==> config.mk <==
export PLATFORM = sky130hd
export DESIGN_NAME = axis_realign_p
export DESIGN_NICKNAME = d
export VERILOG_FILES = /design/src/rtl/axis_realign_p.sv
export SDC_FILE = /design/constraint.sdc
export NUM_CORES = 1
export LEC_CHECK = 0
export ABC_AREA = 1
export CAP_MARGIN = 20
export CELL_PAD_IN_SITES_DETAIL_PLACEMENT = 2
export CELL_PAD_IN_SITES_GLOBAL_PLACEMENT = 2
export CORE_ASPECT_RATIO = 0.6
export CORE_MARGIN = 4
export CORE_UTILIZATION = 25
export DETAILED_ROUTE_END_ITERATION = 7
export PLACE_DENSITY_LB_ADDON = 0.1
export SETUP_SLACK_MARGIN = 0.5
export SLEW_MARGIN = 20
export SYNTH_ARGS = -nofsm -noshare
export SYNTH_HDL_FRONTEND = slang
export SYNTH_SLANG_ARGS = --single-unit
==> constraint.sdc <==
create_clock -name aclk -period 9.15 [get_ports aclk]
set_clock_uncertainty 0.1 [all_clocks]
set_input_delay 1.83 -clock aclk [delete_from_list [all_inputs] [get_ports aclk]]
set_output_delay 1.83 -clock aclk [all_outputs]
set_load 0.02 [all_outputs]
==> src/rtl/axis_realign_p.sv <==
// axis_realign_p: packs sparse AXI-Stream bytes into a contiguous output stream,
// inserts a per-packet start offset, converts lane endianness, reports the packet
// byte count on the last beat and drops zero-byte packets.
//
// Handshake: a transfer happens on a rising edge where valid && ready. A source
// holds data stable while valid && !ready. s_tready is registered-output style:
// it only needs the output register free, so no s_* input reaches m_* combinationally.
module axis_realign_p #(
    parameter int    DATA_BYTES        = 4,
    parameter string INPUT_BIG_ENDIAN  = "TRUE",
    parameter string OUTPUT_BIG_ENDIAN = "FALSE",
    parameter int    COUNT_WIDTH       = 16
) (
    input  logic                          aclk,
    input  logic                          aresetn,
    input  logic [8*DATA_BYTES-1:0]       s_tdata,
    input  logic [DATA_BYTES-1:0]         s_tkeep,
    input  logic                          s_tlast,
    input  logic [$clog2(DATA_BYTES)-1:0] s_tuser,
    input  logic                          s_tvalid,
    output logic                          s_tready,
    output logic [8*DATA_BYTES-1:0]       m_tdata,
    output logic [DATA_BYTES-1:0]         m_tkeep,
    output logic                          m_tlast,
    output logic [COUNT_WIDTH-1:0]        m_tcount,
    output logic                          m_tvalid,
    input  logic                          m_tready
);
    localparam int N      = DATA_BYTES;
    localparam int PW     = $clog2(2 * DATA_BYTES);
    localparam bit IN_BE  = (INPUT_BIG_ENDIAN == "TRUE");
    localparam bit OUT_BE = (OUTPUT_BIG_ENDIAN == "TRUE");

    typedef enum logic [1:0] {IDLE, RUN, FLUSH} state_t;

    state_t                   state_q, state_d;
    logic [7:0]               res_b_q [N];
    logic [7:0]               res_b_d [N];
    logic [N-1:0]             res_v_q, res_v_d;
    logic [PW-1:0]            res_cnt_q, res_cnt_d;
    logic [COUNT_WIDTH-1:0]   cnt_q, cnt_d;
    logic [8*N-1:0]           m_tdata_q, m_tdata_d;
    logic [N-1:0]             m_tkeep_q, m_tkeep_d;
    logic                     m_tlast_q, m_tlast_d;
    logic                     m_tvalid_q, m_tvalid_d;
    logic [COUNT_WIDTH-1:0]   m_tcount_q, m_tcount_d;

    // Merge buffer: residue (or offset slots) followed by the compacted kept bytes
    logic [7:0]               comb_b [2*N];
    logic [2*N-1:0]           comb_v;
    logic [PW-1:0]            base, total, kcnt;
    logic [8*N-1:0]           comb_pack_d, res_pack_d;
    logic [N-1:0]             comb_pack_k, res_pack_k;
    logic [COUNT_WIDTH:0]     cnt_sum;
    logic [COUNT_WIDTH-1:0]   cnt_next;
    logic                     accept, out_free;

    assign out_free = !m_tvalid_q || m_tready;
    assign s_tready = aresetn && (state_q != FLUSH) && out_free;
    assign accept   = s_tvalid && s_tready;

    assign m_tdata  = m_tdata_q;
    assign m_tkeep  = m_tkeep_q;
    assign m_tlast  = m_tlast_q;
    assign m_tvalid = m_tvalid_q;
    assign m_tcount = m_tcount_q;

    // Compact the incoming beat behind the residue and pre-pack candidate output beats
    always_comb begin
        int lane;
        comb_v = '0;
        for (int i = 0; i < 2*N; i++) comb_b[i] = 8'h00;
        base = (state_q == IDLE) ? PW'(s_tuser) : res_cnt_q;
        if (state_q != IDLE) begin
            for (int i = 0; i < N; i++) begin
                comb_b[i] = res_b_q[i];
                comb_v[i] = res_v_q[i];
            end
        end
        total = base;
        for (int j = 0; j < N; j++) begin
            lane = IN_BE ? (N - 1 - j) : j;
            if (s_tkeep[lane]) begin
                comb_b[total] = s_tdata[lane*8 +: 8];
                comb_v[total] = 1'b1;
                total         = total + 1'b1;
            end
        end
        kcnt = total - base;
        comb_pack_d = '0;
        comb_pack_k = '0;
        res_pack_d  = '0;
        res_pack_k  = '0;
        for (int p = 0; p < N; p++) begin
            lane = OUT_BE ? (N - 1 - p) : p;
            comb_pack_d[lane*8 +: 8] = comb_b[p];
            comb_pack_k[lane]        = comb_v[p];
            res_pack_d[lane*8 +: 8]  = res_b_q[p];
            res_pack_k[lane]         = res_v_q[p];
        end
        cnt_sum  = {1'b0, cnt_q} + (COUNT_WIDTH+1)'(kcnt);
        cnt_next = cnt_sum[COUNT_WIDTH] ? {COUNT_WIDTH{1'b1}} : cnt_sum[COUNT_WIDTH-1:0];
    end

    // Next-state, residue, byte counter and output register loading
    always_comb begin
        state_d    = state_q;
        res_b_d    = res_b_q;
        res_v_d    = res_v_q;
        res_cnt_d  = res_cnt_q;
        cnt_d      = cnt_q;
        m_tdata_d  = m_tdata_q;
        m_tkeep_d  = m_tkeep_q;
        m_tlast_d  = m_tlast_q;
        m_tvalid_d = m_tvalid_q;
        m_tcount_d = m_tcount_q;
        if (out_free) begin
            m_tvalid_d = 1'b0;
            m_tlast_d  = 1'b0;
            m_tkeep_d  = '0;
            m_tcount_d = '0;
        end
        case (state_q)
            IDLE, RUN: begin
                if (accept) begin
                    cnt_d = cnt_next;
                    if (total >= PW'(N)) begin
                        m_tdata_d  = comb_pack_d;
                        m_tkeep_d  = comb_pack_k;
                        m_tvalid_d = 1'b1;
                        for (int i = 0; i < N; i++) begin
                            res_b_d[i] = comb_b[i+N];
                            res_v_d[i] = comb_v[i+N];
                        end
                        res_cnt_d = total - PW'(N);
                        if (!s_tlast) begin
                            state_d = RUN;
                        end else if (res_cnt_d == '0) begin
                            m_tlast_d  = 1'b1;
                            m_tcount_d = cnt_next;
                            cnt_d      = '0;
                            state_d    = IDLE;
                        end else begin
                            state_d = FLUSH;
                        end
                    end else begin
                        for (int i = 0; i < N; i++) begin
                            res_b_d[i] = comb_b[i];
                            res_v_d[i] = comb_v[i];
                        end
                        res_cnt_d = total;
                        state_d   = RUN;
                        if (s_tlast) begin
                            // A packet with no data bytes produces nothing, offset or not
                            if (cnt_next != '0) begin
                                m_tdata_d  = comb_pack_d;
                                m_tkeep_d  = comb_pack_k;
                                m_tvalid_d = 1'b1;
                                m_tlast_d  = 1'b1;
                                m_tcount_d = cnt_next;
                            end
                            res_v_d   = '0;
                            res_cnt_d = '0;
                            cnt_d     = '0;
                            state_d   = IDLE;
                        end
                    end
                end
            end
            FLUSH: begin
                if (out_free) begin
                    m_tdata_d  = res_pack_d;
                    m_tkeep_d  = res_pack_k;
                    m_tvalid_d = 1'b1;
                    m_tlast_d  = 1'b1;
                    m_tcount_d = cnt_q;
                    res_v_d    = '0;
                    res_cnt_d  = '0;
                    cnt_d      = '0;
                    state_d    = IDLE;
                end
            end
            default: state_d = IDLE;
        endcase
    end

    // State, residue, counter and output registers with synchronous active-low reset
    always_ff @(posedge aclk) begin
        if (!aresetn) begin
            state_q    <= IDLE;
            for (int i = 0; i < N; i++) res_b_q[i] <= 8'h00;
            res_v_q    <= '0;
            res_cnt_q  <= '0;
            cnt_q      <= '0;
            m_tdata_q  <= '0;
            m_tkeep_q  <= '0;
            m_tlast_q  <= 1'b0;
            m_tvalid_q <= 1'b0;
            m_tcount_q <= '0;
        end else begin
            state_q    <= state_d;
            for (int i = 0; i < N; i++) res_b_q[i] <= res_b_d[i];
            res_v_q    <= res_v_d;
            res_cnt_q  <= res_cnt_d;
            cnt_q      <= cnt_d;
            m_tdata_q  <= m_tdata_d;
            m_tkeep_q  <= m_tkeep_d;
            m_tlast_q  <= m_tlast_d;
            m_tvalid_q <= m_tvalid_d;
            m_tcount_q <= m_tcount_d;
        end
    end
endmodule

==> flow_metrics.env <==
export IMPL_outcome="completed"
export IMPL_finalHoldViolations=0
export IMPL_ant_nets=0
export IMPL_syn_num_nets=1830
export IMPL_initial_utilization_pct=25.7
export IMPL_drc=0
export IMPL_dpl_cell_area_sq_um=11200
export IMPL_dpl_hpwl_mm=42.0
export IMPL_worstMarginPinSlew_ns=0.951
export IMPL_power_density_nw_per_um2=155
export IMPL_area_growth_synth_to_final_pct=19.5
export IMPL_path_common_cell="nand2_1"
export IMPL_slowest_delay_ns=0.40
export IMPL_cap_violations=0
export IMPL_first_iter_violations=1188
export IMPL_period_share_pct=90.5
export IMPL_grt_max_degree=67
export IMPL_dieWidth_um=264
export IMPL_nets=1876
export IMPL_root_buffer="clkbuf_16"
export IMPL_synth_edf_count=0
export IMPL_p_leak_nw=5.48
export IMPL_fill_cells=4747
export IMPL_ys_warn_count=0
export IMPL_synthDistinctLibCells=35
export IMPL_cts_hold_fix_buffers=0
export IMPL_cts_tree="built"
export IMPL_crit_fanout=16
export IMPL_drt_wirelength_per_cell_um=24.8
export IMPL_grt_pass1_vias=13000
export IMPL_rsz0062_at_grt="no"
export IMPL_gr_total_overflow=0
export IMPL_cts_num_sinks=111
export IMPL_clk_latency_ns=0.39
export IMPL_setup_viol=0
export IMPL_fp_dieArea_sq_um=42500
export IMPL_gp_congestion=0.946
export IMPL_synthesis_area_sq_um=9800
export IMPL_antenna_found_initial=2
export IMPL_cts_buffers=9
export IMPL_syn_avg_cell_area_sq_um=5.52
export IMPL_post_route_util_pct=30.7
export IMPL_critPathKind="input pin to flip-flop"
export IMPL_wl_mm=58.1
export IMPL_num_rows=55
export IMPL_min_path_type="flip-flop to flip-flop"
export IMPL_stdcell_area_sq_um=11700
export IMPL_fin_setup_tns_ns=0
export IMPL_final_min_clock_period_ns=8.28
export IMPL_via_per_inst=5.47
export IMPL_cp_required_ns=9.33
export IMPL_htreeDepth=3
export IMPL_coreArea_sq_um=38200
export IMPL_synth_seq_cells=111
export IMPL_end_kind="flip-flop"
export IMPL_maxSlewViolCount=0
export IMPL_vias=12800
export IMPL_pre_cts_ws_ns=0.222
export IMPL_netlist_instances=1777
export IMPL_synthFlopType="dfxtp_1"
export IMPL_fmax_mhz=121
export IMPL_slew_limit_headroom_pct=36.6
export IMPL_async_reset_ff_share_pct=0
export IMPL_start_kind="input pin"
export IMPL_finalWorstSetupSlack_ns=0.868
export IMPL_grt_pass1_wl_mm=85.0
export IMPL_drive_gt1_share_pct=5.69
export IMPL_portBuffers=97
export IMPL_cp_arrival_ns=8.46
export IMPL_grt_usage_pct=26.1
export IMPL_drt_first_pass_iters=5
export IMPL_path_clk_slew_ns=0.08
export IMPL_cpMaxStageDelayCell="clkdlybuf4s50_1"
export IMPL_cts_buffer_depth=2
export IMPL_ys_seq_area_share_pct=22.7
export IMPL_ios=98
export IMPL_die_y_um=161
export IMPL_ir_drop_v=0.0000915
-- flip-flops by register name, summed over array words and instances, names as in the netlist, 2 cells and up --
register,flops
res_cnt_q,3
res_pack_k,4
res_b_q,32
m_tkeep,4
state_q,2
m_tcount,16
m_tdata,32
cnt_q,16
-- Yosys cell counts (all sizes together) (8+ instances only) --
| cell | n | share of area (%) |
|---|---|---|
| a211oi | 18 | 1.4 |
| a21oi | 60 | 3.1 |
| buf | 36 | 2.0 |
| clkbuf | 60 | 2.3 |
| dfxtp | 111 | 23 |
| ha | 8 | 1.0 |
| inv | 205 | 7.8 |
| nand2 | 593 | 23 |
| nand3 | 318 | 16 |
| nor2 | 159 | 6.4 |
| o211ai | 75 | 5.7 |
| o21ai | 88 | 4.6 |
| o21bai | 12 | 0.92 |
-- timing repair --
action / 4_1_cts / 5_1_grt
buffers inserted: 0 / 8
endpoints found under the setup margin: 0 / 54
resized for setup: 0 / 17
endpoints found under the hold margin: 0 / 0
-- cell families (layout without fill, tap and decap cells) --
logic type | after synthesis | count (layout) | share of synthesized area (%)
fa+ha+maj | 10 | 10 | 1.43
flops | 111 | 111 | 22.7
buf+inv | 305 | 356 | 12.3
compound gates | 261 | 261 | 16.3
xor+xnor | 3 | 3 | 0.268
other cells | 0 | 1 | 0
simple gates | 1087 | 1087 | 47.1
-- per-layer routing --
metal,wire [um],GRT usage [%]
met4,440,3.88
met1,30500,40.8
met2,22500,35.7
met5,0,0
met3,4710,7.17
-- critical path: cells and delay by family --
family / cells / cell delay (ns)
AOI/OAI and AO/OA: 1 / 0.21
xor gates and xnor gates: 2 / 0.35
adders and majority gates: 6 / 1.86
buffers and inverters: 9 / 1.39
and+or+nand+nor: 23 / 2.78
-- path summary, 6_finish.rpt --
path | slack (ns) | start | depth (start not counted) | end
worst max-delay path | 0.87 | s_tuser[1] | 41 | m_tdata[8]$_SDFFE_PN0P_
worst min-delay path | 0.40 | res_cnt_q[1]$_SDFFE_PN0P_ | 2 | res_cnt_q[1]$_SDFFE_PN0P_
worst max register to register | 1.53 | state_q[1]$_SDFFE_PN0P_ | 41 | m_tdata[8]$_SDFFE_PN0P_
worst min register to register | 0.40 | res_cnt_q[1]$_SDFFE_PN0P_ | 2 | res_cnt_q[1]$_SDFFE_PN0P_
-- final cells by class --
| class | count | area, sq um | area share, % |
|---|---|---|---|
| Antenna cell | 1 | 2.50 | 0.0214 |
| Clock buffer | 10 | 239 | 2.04 |
| Clock inverter | 6 | 81.3 | 0.694 |
| Inverter | 209 | 785 | 6.70 |
| Multi-Input combinational cell | 1361 | 6460 | 55.2 |
| Sequential cell | 111 | 2220 | 19.0 |
| Tap cell | 513 | 642 | 5.48 |
| Timing Repair Buffer | 131 | 1280 | 10.9 |
-- where the power goes --
group	total, mW	internal (mW)	switching [mW]
logic	0.808	0.241	0.567
clock network	0.463	0.229	0.234
registers	0.549	0.522	0.0278
-- layout by cell type (no fill, tap or decap), types with 3 or more instances in the layout --
| cell | netlist | final |
|---|---|---|
| nand2_1 | 584 | 578 |
| nand3_1 | 313 | 310 |
| inv_1 | 197 | 197 |
| nor2_1 | 151 | 147 |
| dfxtp_1 | 111 | 111 |
| clkdlybuf4s50_1 | 0 | 96 |
| o21ai_0 | 81 | 81 |
| o211ai_1 | 75 | 75 |
| a21oi_1 | 60 | 59 |
| buf_4 | 8 | 28 |
| a211oi_1 | 18 | 18 |
| nand2_2 | 7 | 12 |
| o21bai_1 | 12 | 12 |
| clkbuf_16 | 0 | 11 |
| inv_2 | 8 | 8 |
| nor2_2 | 5 | 8 |
| nand3_2 | 5 | 7 |
| nand4_1 | 7 | 7 |
| ha_1 | 8 | 7 |
| o21ai_1 | 5 | 5 |
| a31oi_1 | 5 | 5 |
| nor2_4 | 3 | 4 |
| or2_2 | 4 | 4 |
| nand3b_1 | 4 | 4 |
| clkinv_1 | 4 | 4 |
| nand2_4 | 2 | 3 |
| inv_8 | 0 | 3 |
-- per-stage QoR --
step / hold WS (ns) / std cells / power, mW
6_report: 0.402 / 2342 / 1.82
5_1_grt: 0.432 / 2342 / 1.93
4_1_cts: 0.404 / 2330 / 1.80
3_5_place_dp: 0.392 / 2314 / 1.33
3_3_place_gp: 0.380 / 2314 / 1.31
2_1_floorplan: 0.340 / 1777 / 1.01
Note: power is estimated with default switching activity, not from simulation.
